--- config.mk ---
export PLATFORM = sky130hd
export DESIGN_NAME = vga_sync_module
export DESIGN_NICKNAME = d
export VERILOG_FILES = /design/src/rtl/vga_timing_pkg.sv /design/src/rtl/vga_axis_counter.sv /design/src/rtl/vga_sync_module.sv
export SDC_FILE = /design/constraint.sdc
export NUM_CORES = 1
export LEC_CHECK = 0
export CORE_ASPECT_RATIO = 1.4
export CORE_MARGIN = 4
export CORE_UTILIZATION = 42
export CTS_BUF_LIST = sky130_fd_sc_hd__clkbuf_8
export DETAILED_ROUTE_END_ITERATION = 8
export GPL_TIMING_DRIVEN = 0
export PLACE_DENSITY = 0.69
export RECOVER_POWER = 25
export SLEW_MARGIN = 20
export SYNTH_ARGS = -nofsm -noshare
export SYNTH_HDL_FRONTEND = slang
export SYNTH_SLANG_ARGS = --single-unit
--- constraint.sdc ---
create_clock -name vga_clk -period 2.2 [get_ports vga_clk]
set_clock_uncertainty 0.1 [all_clocks]
set_input_delay 0.33 -clock vga_clk [delete_from_list [all_inputs] [get_ports vga_clk]]
set_output_delay 0.33 -clock vga_clk [all_outputs]
set_load 0.02 [all_outputs]
--- src/rtl/vga_timing_pkg.sv ---
// Shared raster timing constants for the VGA sync path.
// Holds the default 800x600@60 Hz (40 MHz) set, a 640x480@60 Hz (25 MHz) alternate set,
// the address width used for counters and pixel addresses, and a small total helper.
package vga_timing_pkg;

  localparam int unsigned AddrWidth = 12;
  localparam int unsigned MaxTotal  = 4096;

  typedef logic [AddrWidth-1:0] addr_t;

  // 800x600@60 Hz, 40 MHz pixel clock
  localparam int unsigned Svga800HSync   = 128;
  localparam int unsigned Svga800HBack   = 88;
  localparam int unsigned Svga800HActive = 800;
  localparam int unsigned Svga800HFront  = 40;
  localparam int unsigned Svga800VSync   = 4;
  localparam int unsigned Svga800VBack   = 23;
  localparam int unsigned Svga800VActive = 600;
  localparam int unsigned Svga800VFront  = 1;

  // 640x480@60 Hz, 25 MHz pixel clock
  localparam int unsigned Vga640HSync   = 96;
  localparam int unsigned Vga640HBack   = 48;
  localparam int unsigned Vga640HActive = 640;
  localparam int unsigned Vga640HFront  = 16;
  localparam int unsigned Vga640VSync   = 2;
  localparam int unsigned Vga640VBack   = 33;
  localparam int unsigned Vga640VActive = 480;
  localparam int unsigned Vga640VFront  = 10;

  function automatic int unsigned axis_total(int unsigned sync, int unsigned back,
                                             int unsigned active, int unsigned front);
    return sync + back + active + front;
  endfunction

endpackage

--- src/rtl/vga_axis_counter.sv ---
// One raster axis: a wrapping position counter with sync/active decode.
// Ports:
//   clk, rst_n  clock and asynchronous active-low reset
//   en          advance the count this cycle
//   count       current position, 0 at the first sync cycle
//   wrap        en is high and count is at the last position of the axis
//   in_sync     count lies in the sync interval
//   in_active   count lies in the visible interval
//   offset      count relative to the first visible position; 0 outside the visible interval
module vga_axis_counter
  import vga_timing_pkg::*;
#(
  parameter int unsigned SYNC   = Svga800HSync,
  parameter int unsigned BACK   = Svga800HBack,
  parameter int unsigned ACTIVE = Svga800HActive,
  parameter int unsigned FRONT  = Svga800HFront
) (
  input  logic  clk,
  input  logic  rst_n,
  input  logic  en,
  output addr_t count,
  output logic  wrap,
  output logic  in_sync,
  output logic  in_active,
  output addr_t offset
);

  localparam int unsigned Total    = axis_total(SYNC, BACK, ACTIVE, FRONT);
  localparam int unsigned ActStart = SYNC + BACK;
  localparam int unsigned ActEnd   = ActStart + ACTIVE;
  localparam addr_t       Last     = addr_t'(Total - 1);

  if (Total > MaxTotal || Total == 0) begin : g_bad_total
    $error("vga_axis_counter: axis total %0d outside 1..%0d", Total, MaxTotal);
  end

  addr_t       count_q, count_d;
  logic [31:0] count_ext;

  assign count_ext = 32'(count_q);
  assign wrap      = en && (count_q == Last);

  always_comb begin
    count_d = count_q;
    if (en) begin
      count_d = wrap ? '0 : count_q + addr_t'(1);
    end
  end

  always_ff @(posedge clk or negedge rst_n) begin
    if (!rst_n) begin
      count_q <= '0;
    end else begin
      count_q <= count_d;
    end
  end

  assign count     = count_q;
  assign in_sync   = count_ext < SYNC;
  assign in_active = (count_ext >= ActStart) && (count_ext < ActEnd);
  assign offset    = in_active ? count_q - addr_t'(ActStart) : '0;

endmodule

--- src/rtl/vga_sync_module.sv ---
// VGA raster timing generator running on the pixel clock.
// Ports:
//   vga_clk          pixel clock, one clock per pixel
//   rst_n            asynchronous active-low reset
//   HSYNC_Sig        horizontal sync, at SYNC_POL while asserted
//   VSYNC_Sig        vertical sync, at SYNC_POL while asserted
//   Ready_Sig        current position is visible
//   Column_Addr_Sig  visible column, 0 when not visible
//   Row_Addr_Sig     visible row, 0 when not visible
//   Frame_Start_Sig  one-cycle pulse for position (h=0, v=0)
// All outputs are registered decodes of the counter values of the same edge, so they lag the
// counters by one clock and stay aligned with each other.
module vga_sync_module
  import vga_timing_pkg::*;
#(
  parameter int unsigned H_SYNC   = Svga800HSync,
  parameter int unsigned H_BACK   = Svga800HBack,
  parameter int unsigned H_ACTIVE = Svga800HActive,
  parameter int unsigned H_FRONT  = Svga800HFront,
  parameter int unsigned V_SYNC   = Svga800VSync,
  parameter int unsigned V_BACK   = Svga800VBack,
  parameter int unsigned V_ACTIVE = Svga800VActive,
  parameter int unsigned V_FRONT  = Svga800VFront,
  parameter bit          SYNC_POL = 1'b0
) (
  input  logic        vga_clk,
  input  logic        rst_n,
  output logic        HSYNC_Sig,
  output logic        VSYNC_Sig,
  output logic        Ready_Sig,
  output logic [11:0] Column_Addr_Sig,
  output logic [11:0] Row_Addr_Sig,
  output logic        Frame_Start_Sig
);

  addr_t h_cnt, v_cnt, h_off, v_off;
  logic  h_wrap, h_sync, h_act;
  logic  v_sync, v_act;
  logic  unused_v_wrap;

  vga_axis_counter #(
    .SYNC   (H_SYNC),
    .BACK   (H_BACK),
    .ACTIVE (H_ACTIVE),
    .FRONT  (H_FRONT)
  ) u_h_axis (
    .clk       (vga_clk),
    .rst_n     (rst_n),
    .en        (1'b1),
    .count     (h_cnt),
    .wrap      (h_wrap),
    .in_sync   (h_sync),
    .in_active (h_act),
    .offset    (h_off)
  );

  // Vertical axis steps once per line, on the last pixel of the line.
  vga_axis_counter #(
    .SYNC   (V_SYNC),
    .BACK   (V_BACK),
    .ACTIVE (V_ACTIVE),
    .FRONT  (V_FRONT)
  ) u_v_axis (
    .clk       (vga_clk),
    .rst_n     (rst_n),
    .en        (h_wrap),
    .count     (v_cnt),
    .wrap      (unused_v_wrap),
    .in_sync   (v_sync),
    .in_active (v_act),
    .offset    (v_off)
  );

  logic  hsync_d, vsync_d, ready_d, fs_d;
  addr_t col_d, row_d;
  logic  hsync_q, vsync_q, ready_q, fs_q;
  addr_t col_q, row_q;

  always_comb begin
    hsync_d = h_sync ? SYNC_POL : ~SYNC_POL;
    vsync_d = v_sync ? SYNC_POL : ~SYNC_POL;
    ready_d = h_act && v_act;
    // Gate on the joint condition: an axis offset alone can be non-zero outside the window.
    col_d   = ready_d ? h_off : '0;
    row_d   = ready_d ? v_off : '0;
    fs_d    = (h_cnt == '0) && (v_cnt == '0);
  end

  always_ff @(posedge vga_clk or negedge rst_n) begin
    if (!rst_n) begin
      hsync_q <= ~SYNC_POL;
      vsync_q <= ~SYNC_POL;
      ready_q <= 1'b0;
      col_q   <= '0;
      row_q   <= '0;
      fs_q    <= 1'b0;
    end else begin
      hsync_q <= hsync_d;
      vsync_q <= vsync_d;
      ready_q <= ready_d;
      col_q   <= col_d;
      row_q   <= row_d;
      fs_q    <= fs_d;
    end
  end

  assign HSYNC_Sig       = hsync_q;
  assign VSYNC_Sig       = vsync_q;
  assign Ready_Sig       = ready_q;
  assign Column_Addr_Sig = col_q;
  assign Row_Addr_Sig    = row_q;
  assign Frame_Start_Sig = fs_q;

endmodule
### Yosys cells after proc, flatten, opt, wreduce, memory -nomap -nowiden

Index checks and enable logic that the tools add are counted.

| word-level totals | value |
|---|---|
| word-level logic and storage cells | 35 |
| memory bits (writable) | 0 |
| bits in latches | 0 |
| output and inout bits | 28 |
| ROM bits | 0 |
| input port bits | 2 |
| register bits after elaboration | 52 |
| memories | 0 |

| cells by class | value |
|---|---|
| $add $sub $neg | 4 |
| muxes and demuxes | 8 |
| div/mod/pow operators | 0 |
| reductions and logical operators | 7 |
| multipliers | 0 |
| $lt $le $gt $ge | 6 |
| shift operators | 0 |
| bitwise logic cells | 0 |
| equal/unequal tests | 2 |

Operator list:

| cell | count |
|---|---|
| $mux W12 | 6 |
| $add A12 B1 Y12 const B | 2 |
| $logic_not A12 Y1 | 2 |
| $lt A12 B10 Y1 const B | 2 |
| $eq A12 B10 Y1 const B | 1 |
| $eq A12 B11 Y1 const B | 1 |
| $ge A12 B5 Y1 const B | 1 |
| $ge A12 B8 Y1 const B | 1 |
| $lt A12 B3 Y1 const B | 1 |
| $lt A12 B8 Y1 const B | 1 |
| $sub A12 B5 Y12 const B | 1 |
| $sub A12 B8 Y12 const B | 1 |
| $logic_and A1 B1 Y1 | 5 |
| $mux W1 | 2 |

### Depth between registers and ports, before layout

Gate-level depths: netlist of run 1.

| depth | value |
|---|---|
| depth after elaboration | 4 |
| mapped depth | 7 |
| mapped depth without buffers | 5 |

### Hierarchy

From an unflattened synthesis of run 1, not the netlist that was laid out.

| second synthesis, totals | value |
|---|---|
| cell total of the unflattened synthesis | 263 |
| area, all modules | 2623.8 um2 |

Modules (own cells, without submodules):

| module | area each (um2) | times used | sequential area each (um2) | cells each |
|---|---|---|---|---|
| vga_sync_module | 948.4 | 1 | 703.2 | 69 |
| vga_axis_counter (u_v_axis) | 878.3 | 1 | 300.3 | 101 |
| vga_axis_counter (u_h_axis) | 797.0 | 1 | 300.3 | 93 |

### Least setup slack after synthesis of run 1

OpenSTA, ideal clock, no wires.

| timing path | value |
|---|---|
| path kind | register to register |
| from | register u_h_axis.count_q[4], in the netlist u_h_axis.count[4] |
| to | register col_q[10], in the netlist Column_Addr_Sig[10] |
| required time | 2.020 ns |
| arrival | 1.701 ns |
| stages on the path, launching flop included | 7 |
| clock period less this slack | 1.881 ns |
| setup slack | 0.319 ns |
| cell sequence | dfrtp_1 > ha_1 > or4b_1 > o31ai_2 > o21ai_2 > buf_6 > nor3_2 |

| between the ends | value |
|---|---|
| word-level cells in the longest chain between the ends | 4 |
| elaborated cells on any way between the ends | 7 |
| those cells by class | add/sub (1); order compare (2); mux (2); reduce/logical (2) |

RTL lines:

| element | line | source |
|---|---|---|
| start, declared | vga_axis_counter.sv:37 | `addr_t count_q, count_d;` |
| start signal, assigned | vga_axis_counter.sv:54 | `count_q <= count_d;` |
| $ge A12 B8 Y1 or $lt A12 B10 Y1 (tied branches) | vga_axis_counter.sv:60 | `assign in_active = (count_ext >= ActStart) && (count_ext < ActEnd);` |
| $logic_and A1 B1 Y1 | vga_axis_counter.sv:60 |  |
| $mux W12 or $logic_and A1 B1 Y1 (tied branches) | vga_axis_counter.sv:61, vga_sync_module.sv:82 |  |
| $mux W12 * | vga_sync_module.sv:84 | `col_d = ready_d ? h_off : '0;` |
| via col_d[10] | vga_sync_module.sv:75 | `addr_t col_d, row_d;` |
| end signal, assigned | vga_sync_module.sv:101 | `col_q <= col_d;` |
| end, declared | vga_sync_module.sv:77 | `addr_t col_q, row_q;` |

Mark *: on every way through the listed nets, which the timed path passes. The rest lies on a longest branch.
A chain may end at the register's enable or synchronous reset.

### Final worst setup path of run 1

| timing path | value |
|---|---|
| from | register u_h_axis.count_q[4], in the netlist u_h_axis.count[4] |
| to | register col_q[7], in the netlist Column_Addr_Sig[7] |

Same word-level chain as after synthesis.

==> results of run 1 <==
-- worst max-delay path, cell delays in order, from the launching register on --
cell and delay (ns):
dfrtp_1 0.47, ha_2 0.28, or4b_1 0.47, o31ai_2 0.21, o21ai_2 0.14, buf_6 0.18
nor3_2 0.15
-- routing by layer --
| layer | global-route usage | up-vias | wire [um] |
|---|---|---|---|
| met5 | 0 | - | 0 |
| met4 | 0.06164 | 0 | 93 |
| met3 | 0.02695 | 6 | 200 |
| met2 | 0.2466 | 43 | 2488 |
| met1 | 0.1896 | 869 | 2231 |
| li1 | - | 920 | - |
-- synthesized netlist by cell type, types with 5 or more instances --
| cell type | count |
|---|---|
| inv_1 | 11 |
| nor3_2 | 18 |
| nor3_1 | 6 |
| o21ai_0 | 9 |
| xor2_1 | 18 |
| xnor2_1 | 11 |
| nand2_1 | 15 |
| nor2_1 | 19 |
| ha_1 | 5 |
| nand3_1 | 6 |
| dfrtp_1 | 50 |
| nand4_1 | 8 |
| clkbuf_1 | 12 |
| a21oi_1 | 6 |
-- power breakdown --
| group | internal, mW | switching [mW] | total, mW |
|---|---|---|---|
| clock network | 0.255 | 0.322 | 0.577 |
| logic | 0.00674 | 0.0199 | 0.0266 |
| registers | 0.956 | 0.000241 | 0.956 |
| total | 1.22 | 0.342 | 1.56 |
-- cell families after synthesis --
logic type	count (synthesis)	share of synthesized area
AND/OR/NAND/NOR	94	0.2283
flip-flops	52	0.5051
AO/OA/AOI/OAI	32	0.08434
buffers and inverters	31	0.05816
XOR/XNOR	29	0.09840
adder cells (fa/ha/maj)	5	0.02424
other	1	0.001453
-- final cells by class --
cell class	count	area [sq um]
inverter	11	41.29
buffer	20	108.9
fill	538	2788
clock inverter	2	15.01
timing repair buffer	33	329.1
sequential	52	1305
multi-input combinational	161	1147
tap	70	87.58
clock buffer	6	82.58
-- registers in the layout, indices dropped and copies added, names as in the netlist --
signal / cells
Frame_Start_Sig: 1
HSYNC_Sig: 1
u_v_axis.count: 12
Row_Addr_Sig: 12
VSYNC_Sig: 1
u_h_axis.count: 12
Ready_Sig: 1
Column_Addr_Sig: 12
-- metrics by stage --
step | setup WS (ns) | instance area (sq um) | setup TNS (ns) | util
after CTS | 0.004206 | 3082 | 0 | 0.5219
after global placement | -0.7312 | 2959 | -36.82 | 0.5012
final | 0.1209 | 3117 | 0 | 0.5279
after global routing | 0.005882 | 3117 | 0 | 0.5279
after floorplan | 0.3189 | 2581 | 0 | -
after detailed placement | 0.02394 | 2974 | 0 | 0.5037
-- what timing repair did --
item                                    CTS  global route
resized for setup                         0             5
endpoints found under the setup margin    0            24
hold buffers                              1             0
endpoints found under the hold margin    22             0
setup buffers                             0             2
-- worst paths after layout --
check                                     endpoint  cells after the start              start
worst max register to register  Column_Addr_Sig[7]                      6  u_h_axis.count[4]
worst min register to register   u_h_axis.count[0]                      1  u_h_axis.count[0]
worst min-delay path             u_h_axis.count[0]                      1  u_h_axis.count[0]
min in group asynchronous       u_h_axis.count[11]                      2              rst_n
worst max-delay path            Column_Addr_Sig[7]                      6  u_h_axis.count[4]
max in group asynchronous        u_h_axis.count[0]                      2              rst_n
==> results summary, run 1 <==
The number of register bits inferred by synthesis is 52. The number of violations of the max-capacitance limit came out at 0. The routed via count came out at 1838.

Of the available clock period, the critical path in the final layout requires 0.9450. The clock-pin slew reported for the worst setup and hold paths after clock tree synthesis came out at 0.09 ns. Dividing the detail-routed via count by the number of cells gives 5.177. The data required time of the critical path is 2.33 ns.

For the pin with the worst max-slew slack, the measured transition is 1.324 ns. For this design the static power due to leakage is 1.381 nW. The worst supply voltage drop on vdd is 0.0001980 V. From left edge to right edge, the die measures 74.26 um. The TritonCTS buffer count is 5. The post-detailed-route count of antenna-violating nets came out at 0. The part of the Yosys area used for sequential elements came out at 0.5051. The vertical die dimension is 100.8 um. The count of pins over their slew limit is 0.

The global-route usage over all layers is 0.1491. The number of warnings reported in the yosys synthesis log is 0. The number of levels in the clock H-tree is 2. The global placement routability congestion is 0.8366.

The worst slack on hold paths came out at 0.4257 ns. From synthesis to final layout, the design area changed by 20.75%. The mapped netlist covers 2581 sq um.

The die covers 7482 sq um. The maximum number of pins on one net before global-route repair came out at 31. The maximum fanout encountered on the critical timing path is 10. The commonest non-fill, non-tap cell in the layout is dfrtp_1. The final cell count without fillers came out at 355.

30 I/O pins were placed. At the later pin of the worst-skew pair, clock insertion delay measures 0.31 ns. The number of antenna violations at the first check in global routing came out at 0. The arrival time at the worst endpoint is 2.21 ns. The final critical path time including I/O delays and setup came out at 2.079 ns. Headroom to the max-slew limit came out at 0.1176. The critical path is of the register to register type.

The per-instance average area after synthesis came out at 10.58 sq um. The post-synthesis cell type count is 45. The total number of placement rows is 33. The power after layout is 1.560 mW. The library cells used most frequently in the layout, excluding fill and tap cells, are dfrtp_1, clkdlybuf4s50_1, nor2_1.

The worst setup path is captured at a register. The share of synthesized area in the top cell type comes to 0.4847. After the first detailed-routing iteration, the DRC count stood at 91. The number of instances in the synthesized netlist came out at 244. Setup violations remaining at the end of the flow were counted as 0.

The worst hold path belongs to the class register to register. In the synthesized netlist the dominant register cell turns out to be dfrtp_1. Dividing total power by cell area gives a power density of 500.4 nW/um^2. The slack of the worst reg-to-reg path came out at 0.12 ns.

The number of placed instances with taps included is 344. The root buffer selected by CTS is clkbuf_8. Setup repair after global routing left no endpoint under its margin. The residual DRC count is 0. Dividing the detail-routed wire length by the instance count gives 14.12 um. The total inserted antenna cells is 0.

The worst setup path is launched from a register. The first-pass GRT wire length came out at 8611 um. The synthesized design contains 0 enable-type register cells.

The share of post-route cells with drive strength above 1 is 0.1614. The total wirelength of the detailed-routed design is 5014 um. The sink count of the clock tree came out at 52. The post-synthesis async set-or-reset flop share is 1.000. The deepest clock path buffer count is 2.

The initial utilization of the core area, before any placement, comes to 0.4372. The number of global-route vias before repair came out at 1797. The number of nets in the synthesized netlist is 251. The quantity of I/O buffers inserted on ports came out at 29. The final layout contains 291 nets. For this run the aggregate overflow at the end of global routing stands at 0.

TritonCTS built the clock tree. After legalization and detailed placement, the total HPWL measured 3659 um. After synthesis, the cell types taking the most area are dfrtp_1, nor3_2, xor2_1, xnor2_1, nor2_1. The synthesized design spends more area on one cell type than any other, namely dfrtp_1. Timing would allow up to 0.4810 GHz. The flow ran to the end, and the final reports show no timing, DRC or antenna violations. The total core area came out at 5904 sq um. The number of detailed-routing iterations run before antenna repair is 4. The final hold violation count came to 0.
Power figures use the tool's default switching activity.
==> run 2, diff against run 1 <==
--- a/config.mk
+++ b/config.mk
@@ -7,2 +7,4 @@
 export LEC_CHECK = 0
+export ABC_AREA = 0
+export CAP_MARGIN = 20
 export CORE_ASPECT_RATIO = 1.4
--- a/constraint.sdc
+++ b/constraint.sdc
@@ -4,2 +4,2 @@
 set_output_delay 0.33 -clock vga_clk [all_outputs]
-set_load 0.02 [all_outputs]
+set_load 0.05 [all_outputs]
==> results of run 2 <==
The final DEF is identical to that of run 1. Status: complete, no violations.
Among the figures that moved: total power 1.560 mW -> 1.562 mW
==> run 3, diff against run 2 <==
- CORE_UTILIZATION: 42 -> 35
- PLACE_DENSITY: 0.69 -> 0.6
==> results summary, run 3 (synthesized netlist as in run 1, its figures left out) <==
The run finished with clean final reports. The worst setup timing slack at the placement stage came out at -0.1239 ns (-0.1478 ns). The insertion delay of the later-clocked pin in the worst-skew pair is 0.31 ns (about the same). The ratio of total power to cell area is 487.3 nW/um^2. The share of post-route cells with drive strength above 1 came to 0.1834 (+0.02199). Of the total power, registers draw 0.619. Summed over all nets, the switching power comes to 333.5 uW. The internal power consumption is 1.211 mW. The number of failing setup endpoints in the final timing report came out at 0 (unchanged). Among all stages on the critical path, the largest delay is contributed by dfrtp_2. The post-detailed-route wirelength per cell came out at 14.34 um (+1.6%). The arrival time at the worst endpoint was 2.19 ns (-0.02 ns). The half-perimeter wire length after placement came out at 3722 um (+1.7%). The top-level port count is 30 (unchanged). The library cells used most frequently in the layout, excluding fill and tap cells, are dfrtp_1, clkdlybuf4s50_1, nor2_1. The cell leakage power came out at 1.403 nW (+1.6%). The total wirelength of the detailed-routed design is 5508 um (+9.9%). The highest clock frequency the design can meet came to 0.4731 GHz (-1.6%).

The first-pass GRT wire length came out at 9273 um (+7.7%). The net switching fraction of the power came out at 0.2159. The number of levels in the clock H-tree was 2 (unchanged). The quantity of I/O buffers inserted on ports came out at 29 (unchanged).

The delay of the slowest cell on the worst path is 0.46 ns (about the same). The startpoint type of the worst setup path is a register. The critical path start-end classification is register to register.

The final cell count without fillers came out at 384 (+8.2%). CTS placed an instance of clkbuf_8 at the clock tree root. The number of DRC violations after detailed-routing iteration 0 was 136 (+49%).

The clock-pin slew reported for the worst setup and hold paths after clock tree synthesis came to 0.10 ns (about the same). The area of the die is 8832 sq um (+18%). The vertical die dimension came out at 109.6 um (+8.8%). The maximum number of pins on one net before global-route repair is 53 (+71%). STA classifies the critical path endpoint as a register.

The relative max-transition margin came out at 0.1448 (+0.02725). The number of placed instances with taps included is 368 (+7.0%). The number of antenna violations at the first check in global routing was 0 (unchanged). The least setup slack across all paths after layout is 0.08645 ns (-0.03445 ns). The total number of placement rows came to 36 (+9.1%). The total congestion overflow after global routing is 0 (unchanged).

The number of global-route vias before repair came to 1872 (+4.2%). The number of nets in the layout is 295 (+1.4%). The data required time of the critical path came out at 2.28 ns (-0.05 ns). The sink count of the clock tree is 52 (unchanged). The final hold violation count came to 0 (unchanged). The total core area is 7072 sq um (+20%).

The average vias per placed instance came out at 4.805 (-7.2%). The share of total power dissipated in combinational logic is 0.016. The final critical path time including I/O delays and setup was 2.114 ns (+0.03445 ns). The global-route usage over all layers came out at 0.1389 (-0.01023).

The count of pins over their slew limit was 0 (unchanged). The worst supply voltage drop on vdd came out at 0.0002057 V (+3.9%). The area added between synthesis and finish is 22.78%. The deepest clock path buffer count is 2 (unchanged). Walking the worst path, the cells encountered are ha_1, buf_1, o211ai_1, nand2_1, a21boi_4, buf_6, a211oi_1. The transition time at the pin with the least slew margin is 1.283 ns (-0.04087 ns). The residual DRC count came out at 0 (unchanged). The die boundary width came to 80.58 um (+8.5%). The routed via count is 1845 (+0.38%).

The number of detailed-routing iterations run before antenna repair was 4 (unchanged). The starting density of the core came out at 0.3650 (-0.07217). The part of the cycle the worst path needs came out at 0.9607 (+0.01566). The number of violations of the max-capacitance limit is 0 (unchanged). The library cell used most frequently in the layout, excluding fill and tap cells, is dfrtp_1. The global placement routability congestion came out at 0.8806 (+5.3%).

The clock power share is 0.364. The CTS tree is done. The maximum fanout encountered on the critical timing path came out at 10 (unchanged). The post-detailed-route count of antenna-violating nets came out at 0 (unchanged). The TritonCTS buffer count is 5 (unchanged).

The total inserted antenna cells came out at 0 (unchanged). The class of the most critical hold timing path is register to register.
[run 3: changes by cell type in the layout (fill, tap and decap cells not counted), moves of 2 or more]
cell,previous run,this run
buf_4,4,7
buf_6,3,5
clkbuf_1,13,11
clkinv_2,0,2
clkinvlp_4,2,0
dfrtp_1,49,47
dfrtp_2,1,3
[run 3: cell type report]
cell class	instances	area, sq um
Fill cell	717	3902
Sequential cell	52	1308
Multi-Input combinational cell	161	1142
Timing Repair Buffer	37	347.8
Buffer	20	118.9
Tap cell	95	118.9
Clock buffer	6	82.58
Inverter	11	41.29
Clock inverter	2	10.01
[run 3: worst paths after layout]
kind	depth (start not counted)	startpoint	to	slack [ns]
setup / recovery	7	u_v_axis.count[0]	Row_Addr_Sig[11]	0.09
hold / removal	1	u_h_axis.count[0]	u_h_axis.count[0]	0.43
setup reg to reg	7	u_v_axis.count[0]	Row_Addr_Sig[11]	0.09
hold reg to reg	1	u_h_axis.count[0]	u_h_axis.count[0]	0.43
max in group asynchronous	2	rst_n	u_h_axis.count[4]	0.41
min in group asynchronous	2	rst_n	u_h_axis.count[6]	0.73
[run 3: timing repair]
action	in CTS	in global routing
buffers inserted	3	4
hold buffers	1	0
resized for setup	2	9
endpoints found under the hold margin	50	0
pin swaps	1	2
setup endpoints to repair	21	28
[run 3: metrics by stage]
stage | area, sq um | util | hold slack, ns | total power, mW | setup TNS (ns)
4_1_cts | 3124 | 0.4418 | 0.4627 | 1.566 | 0
2_1_floorplan | 2581 | - | -0.06559 | 0.9789 | 0
6_report | 3169 | 0.4482 | 0.4285 | 1.544 | 0
3_5_place_dp | 2988 | 0.4225 | 0.3061 | 1.001 | -2.064
5_1_grt | 3169 | 0.4482 | 0.4553 | 1.610 | -0.01858
3_3_place_gp | 2990 | 0.4229 | 0.4438 | 1.001 | -43.36
[run 3: critical path, delay by kind of cell, from the launching register on]
kind                     cells  cell delay [ns]
flip-flops                   1             0.46
AND/OR/NAND/NOR              1             0.15
adder cells (fa/ha/maj)      1             0.21
buffers and inverters        2             0.40
AO/OA/AOI/OAI                3             0.66
[run 3: power groups by stage]
stage | combinational [mW] | sequential [mW] | clock (mW)
3_5_place_dp | 0.0261 | 0.975 | 0
2_1_floorplan | 0.000148 | 0.979 | 0
4_1_cts | 0.0276 | 0.956 | 0.582
5_1_grt | 0.0301 | 0.957 | 0.624
3_3_place_gp | 0.0262 | 0.975 | 0
6_report | 0.0252 | 0.956 | 0.563
[run 3: metal layers]
| metal | vias to the layer above | routed length (um) | global-route usage |
|---|---|---|---|
| li1 | 926 | - | - |
| met1 | 871 | 2434 | 0.1810 |
| met2 | 44 | 2779 | 0.2281 |
| met3 | 4 | 229 | 0.02787 |
| met4 | 0 | 64 | 0.05072 |
| met5 | - | 0 | 0 |
